### src/rtl/spi_arb.sv
// spi_arb: two-requester arbiter (inertial / A2D) in front of one shared SPI master,
// with single-entry pending capture, starvation limit and bus lock.
`default_nettype none

module spi_arb #(
  parameter int STARVE_LIM = 4
) (
  input  logic        clk,
  input  logic        rst,
  input  logic        wrt_i,
  input  logic        wrt_a,
  input  logic [15:0] cmd_i,
  input  logic [15:0] cmd_a,
  input  logic        lck_i,
  input  logic        lck_a,
  output logic        done_i,
  output logic        done_a,
  output logic [15:0] rd_data_i,
  output logic [15:0] rd_data_a,
  output logic        ovr_i,
  output logic        ovr_a,
  output logic        spi_wrt,
  output logic [15:0] spi_cmd,
  input  logic        spi_done,
  input  logic [15:0] spi_rd,
  output logic        ss_sel,
  output logic        busy
);

  typedef enum logic [1:0] {IDLE = 2'd0, XFER = 2'd1, RSP = 2'd2} state_t;

  localparam logic [2:0] LIM = 3'(STARVE_LIM);

  state_t      state_q, state_d;
  logic        pend_i_q, pend_i_d, pend_a_q, pend_a_d;
  logic [15:0] cmdl_i_q, cmdl_i_d, cmdl_a_q, cmdl_a_d;
  logic        ovr_i_q, ovr_i_d, ovr_a_q, ovr_a_d;
  logic [2:0]  run_q, run_d;
  logic        lock_q, lock_d, lown_q, lown_d;
  logic        spi_wrt_q, spi_wrt_d;
  logic [15:0] spi_cmd_q, spi_cmd_d;
  logic        ss_q, ss_d;
  logic        done_i_q, done_i_d, done_a_q, done_a_d;
  logic [15:0] rdi_q, rdi_d, rda_q, rda_d;
  logic        busy_q, busy_d;
  logic        gnt_i, gnt_a;

  always_comb begin
    state_d   = state_q;
    pend_i_d  = pend_i_q;
    pend_a_d  = pend_a_q;
    cmdl_i_d  = cmdl_i_q;
    cmdl_a_d  = cmdl_a_q;
    ovr_i_d   = ovr_i_q;
    ovr_a_d   = ovr_a_q;
    run_d     = run_q;
    lock_d    = lock_q;
    lown_d    = lown_q;
    spi_wrt_d = 1'b0;
    spi_cmd_d = spi_cmd_q;
    ss_d      = ss_q;
    done_i_d  = 1'b0;
    done_a_d  = 1'b0;
    rdi_d     = rdi_q;
    rda_d     = rda_q;
    gnt_i     = 1'b0;
    gnt_a     = 1'b0;

    if (state_q == IDLE) begin
      if (lock_q) begin
        gnt_i = !lown_q && pend_i_q;
        gnt_a = lown_q && pend_a_q;
      end else if (pend_i_q && pend_a_q) begin
        gnt_a = (run_q == LIM);
        gnt_i = (run_q != LIM);
      end else begin
        gnt_i = pend_i_q;
        gnt_a = pend_a_q;
      end
    end

    // A request arriving while one is already pending is dropped, not queued.
    if (wrt_i) begin
      if (pend_i_q) ovr_i_d = 1'b1;
      else begin
        pend_i_d = 1'b1;
        cmdl_i_d = cmd_i;
      end
    end
    if (wrt_a) begin
      if (pend_a_q) ovr_a_d = 1'b1;
      else begin
        pend_a_d = 1'b1;
        cmdl_a_d = cmd_a;
      end
    end

    case (state_q)
      IDLE: begin
        if (gnt_i || gnt_a) begin
          state_d   = XFER;
          spi_wrt_d = 1'b1;
          spi_cmd_d = gnt_a ? cmdl_a_q : cmdl_i_q;
          ss_d      = gnt_a;
          if (gnt_i) pend_i_d = 1'b0;
          if (gnt_a) pend_a_d = 1'b0;
          if (gnt_i && pend_a_q) run_d = (run_q == LIM) ? run_q : run_q + 3'd1;
          else                   run_d = 3'd0;
        end
      end
      XFER: begin
        if (spi_done) begin
          state_d = RSP;
          lown_d  = ss_q;
          if (ss_q) begin
            rda_d    = spi_rd;
            done_a_d = 1'b1;
            lock_d   = lck_a;
          end else begin
            rdi_d    = spi_rd;
            done_i_d = 1'b1;
            lock_d   = lck_i;
          end
        end
      end
      RSP:     state_d = IDLE;
      default: state_d = IDLE;
    endcase

    busy_d = (state_d != IDLE);
  end

  always_ff @(posedge clk or posedge rst) begin
    if (rst) begin
      state_q   <= IDLE;
      pend_i_q  <= 1'b0;
      pend_a_q  <= 1'b0;
      cmdl_i_q  <= 16'h0;
      cmdl_a_q  <= 16'h0;
      ovr_i_q   <= 1'b0;
      ovr_a_q   <= 1'b0;
      run_q     <= 3'd0;
      lock_q    <= 1'b0;
      lown_q    <= 1'b0;
      spi_wrt_q <= 1'b0;
      spi_cmd_q <= 16'h0;
      ss_q      <= 1'b0;
      done_i_q  <= 1'b0;
      done_a_q  <= 1'b0;
      rdi_q     <= 16'h0;
      rda_q     <= 16'h0;
      busy_q    <= 1'b0;
    end else begin
      state_q   <= state_d;
      pend_i_q  <= pend_i_d;
      pend_a_q  <= pend_a_d;
      cmdl_i_q  <= cmdl_i_d;
      cmdl_a_q  <= cmdl_a_d;
      ovr_i_q   <= ovr_i_d;
      ovr_a_q   <= ovr_a_d;
      run_q     <= run_d;
      lock_q    <= lock_d;
      lown_q    <= lown_d;
      spi_wrt_q <= spi_wrt_d;
      spi_cmd_q <= spi_cmd_d;
      ss_q      <= ss_d;
      done_i_q  <= done_i_d;
      done_a_q  <= done_a_d;
      rdi_q     <= rdi_d;
      rda_q     <= rda_d;
      busy_q    <= busy_d;
    end
  end

  assign done_i    = done_i_q;
  assign done_a    = done_a_q;
  assign rd_data_i = rdi_q;
  assign rd_data_a = rda_q;
  assign ovr_i     = ovr_i_q;
  assign ovr_a     = ovr_a_q;
  assign spi_wrt   = spi_wrt_q;
  assign spi_cmd   = spi_cmd_q;
  assign ss_sel    = ss_q;
  assign busy      = busy_q;

endmodule

`default_nettype wire

### config.mk
export PLATFORM = sky130hd
export DESIGN_NAME = spi_arb
export DESIGN_NICKNAME = d
export VERILOG_FILES = /design/src/rtl/spi_arb.sv
export SDC_FILE = /design/constraint.sdc
export NUM_CORES = 1
export LEC_CHECK = 0
export ABC_AREA = 1
export BUFFER_PORTS_ARGS = -buffer_cell sky130_fd_sc_hd__buf_2
export CAP_MARGIN = 20
export CORE_ASPECT_RATIO = 0.6
export CORE_MARGIN = 3
export CORE_UTILIZATION = 45
export DETAILED_ROUTE_END_ITERATION = 10
export PLACE_DENSITY = 0.67
export SKIP_LAST_GASP = 1
export SYNTH_ARGS = -nofsm -noshare
export SYNTH_HDL_FRONTEND = slang
export SYNTH_SLANG_ARGS = --single-unit
### constraint.sdc
create_clock -name clk -period 6.7 [get_ports clk]
set_clock_uncertainty 0.05 [all_clocks]
set_input_delay 0.335 -clock clk [delete_from_list [all_inputs] [get_ports clk]]
set_output_delay 0.335 -clock clk [all_outputs]
set_load 0.1 [all_outputs]
==> impl_summary.log <==
INFO  metric grt_usage = 0.194
INFO  metric synth_ff_type = dfrtp_1
INFO  metric min-delay-path-class = in2reg
INFO  metric cp_cell_sequence = inv_1, ha_1, nand2_1, nand3_1, nand3_4, nand2_4, inv_4, o21ai_0
INFO  metric critical-path-slowest-cell = dfrtp_1
INFO  metric mappedNetlistNets = 486
INFO  metric gpl.final_weighted_congestion = 0.762
INFO  metric outcome = finished, final reports clean
INFO  metric setup_viol = 0
INFO  metric max_cap_violations = 0
INFO  metric antenna_found_initial = 0
INFO  metric viasPerCell = 4.73
INFO  metric drtAntennaViolNets = 0
INFO  metric cts_tree = built
INFO  metric drt_pass1_iterations = 4
INFO  metric areaGrowthSynthToFinish = 24.5%
INFO  metric die_width = 126 µm
INFO  metric htreeDepth = 3
INFO  metric fmaxAchievable = 496 MHz
INFO  metric pre_cts_ws = 4.71 ns
INFO  metric cp.arrival = 2.17 ns
INFO  metric endpoint_kind = register
INFO  metric clock_insertion_delay_worst_skew = 0.35 ns
INFO  metric post_route_cells_drive_above_1_share = 0.250
INFO  metric critical_path_buf_inv_count = 2
INFO  metric most_common_cell_after_layout_fill_and_taps_aside = nand2_1
INFO  metric globalRoute.totalOverflow = 0
INFO  metric timing.final.crit_share = 0.301
INFO  metric grt_setup_unrepaired = false
INFO  metric starting_drt_drc_count = 182
INFO  metric grt_start_max_net_pins = 71
INFO  metric initial_utilization = 0.478
INFO  metric grt_pass1_vias = 3,056
INFO  metric critical-path-top-delay-family = simple AND/OR/NAND/NOR gates
INFO  metric core-area = 8100 µm²
INFO  metric ys_async_sr_fraction = 1.00
INFO  metric synth-seq-area-share = 0.620
INFO  metric cts.clk_slew.worst_paths = 0.06 ns
INFO  metric crit_required = 6.86 ns
INFO  metric crit_path_start_kind = register
INFO  metric io_pins = 110
INFO  metric finalHoldViolCount = 0
INFO  metric dieHeight = 77.9 µm
INFO  metric max-slew-margin-rel = 0.284
INFO  metric cts_buffer_count = 9
INFO  metric timing.final.max_slew_violations = 0
INFO  metric placed_cells_incl_taps = 631
INFO  metric tritoncts_num_sinks = 96
INFO  metric detail_route.wirelength = 9020 µm
INFO  metric most-common-layout-cells = 114 x nand2_1, 109 x buf_2, 96 x dfrtp_1, 62 x inv_1, 35 x o21ai_0
INFO  metric detail_route.wl_per_cell = 13.9 µm
INFO  metric hold-worst-slack = 0.172 ns
INFO  metric antenna_fix_cells = 0
INFO  metric input_output_buffers = 109
INFO  metric count_of_mapped_cells_out_of_synthesis = 429
INFO  metric drc_errors = 0
INFO  metric clk_path_buf_depth = 2
INFO  metric layout.cells.non_filler = 649
INFO  metric nets = 593
INFO  metric critPathKind = reg2reg
INFO  metric worst_slack = 4.68 ns
INFO  metric yosys_warnings = 0
INFO  metric period_minus_slack = 2.02 ns
INFO  metric num_rows = 25
INFO  metric synth-edff-count = 0
INFO  metric vias_post_dr = 3,070
INFO  metric synth.cell_area = 3870 µm²
INFO  metric global_route_wire_length_before_repair = 15,000 µm
INFO  metric synth.avg_cell_area = 9.03 µm²
INFO  metric synth.ff_latch_count = 96
INFO  metric cts_setup_buffers = 0
INFO  metric place.detailed.hpwl = 6290 µm
INFO  metric synth_cell_types = 25
INFO  metric tightest_slew = 1.07 ns
INFO  metric die_area = 9790 µm²
INFO  metric critical_path.max_stage_delay = 0.39 ns
INFO  metric worstPathMaxFanout = 19
INFO  metric cts_root_buf = clkbuf_16
INFO  metric setup_total_negative_slack = 0 ns
## state kept, by name (all words and copies together), names as in the netlist, 2 cells and up
name,count
cmdl_a_q,16
cmdl_i_q,16
rd_data_a,16
rd_data_i,16
spi_cmd,16
run_q,3
state_q,2
## layout make-up
class | count | area (µm²)
Clock buffer | 12 | 256
Clock inverter | 4 | 52.6
Fill cell | 738 | 3280
Inverter | 66 | 253
Multi-Input combinational cell | 251 | 1130
Sequential cell | 96 | 2400
Tap cell | 108 | 135
Timing Repair Buffer | 112 | 591
## metal layers
layer	GRT usage	part of all wire
met3	0.0784	0.072
met4	0.0578	0.014
met1	0.269	0.48
met5	0	0
met2	0.282	0.43
## cell families after synthesis
group | count (synthesis) | share of synthesized area
xor+xnor | 1 | 0.00226
buf+inv | 82 | 0.0869
simple gates | 174 | 0.184
flops | 96 | 0.620
fa+ha+maj | 2 | 0.00646
compound gates | 74 | 0.100
## worst paths after layout
path	start	endpoint	slack [ns]	cells past startpoint
worst max-delay path	run_q[0]$_DFFE_PP0P_	state_q[0]$_DFF_PP0_	4.68	8
worst min-delay path	spi_done	state_q[0]$_DFF_PP0_	0.17	2
worst max register to register	run_q[0]$_DFFE_PP0P_	state_q[0]$_DFF_PP0_	4.68	8
worst min register to register	spi_cmd[8]$_DFFE_PP0P_	spi_cmd[8]$_DFFE_PP0P_	0.43	2
max in group asynchronous	rst	cmdl_i_q[3]$_DFFE_PP0P_	4.96	4
min in group asynchronous	rst	rd_data_a[14]$_DFFE_PP0P_	0.46	3
## synthesized netlist by cell type (2+ instances only)
cell type / number / area (µm²)
a21oi_1: 34 / 170
buf_1: 3 / 11.3
buf_2: 3 / 15.0
buf_6: 3 / 33.8
clkbuf_1: 7 / 26.3
dfrtp_1: 96 / 2400
ha_1: 2 / 25.0
inv_1: 63 / 236
inv_2: 2 / 7.51
nand2_1: 114 / 428
nand3_1: 19 / 95.1
nand4_1: 3 / 18.8
nor2_1: 33 / 124
o21ai_0: 35 / 175
o21bai_1: 2 / 15.0
## what timing repair did
item                      in CTS  in global routing
resized for setup              0                  0
hold endpoints to repair      26                  0
hold buffers                   1                  0
## stage by stage
| stage | area [µm²] | util |
|---|---|---|
| detailed placement | 4480 | 0.553 |
| global placement | 4480 | 0.553 |
| CTS | 4800 | 0.592 |
| global route | 4820 | 0.596 |
| finish | 4820 | 0.596 |
| floorplan | 3870 | - |
Power is not shown: default switching activity piles up to over one toggle a cycle in this logic, so the estimate is an artifact.
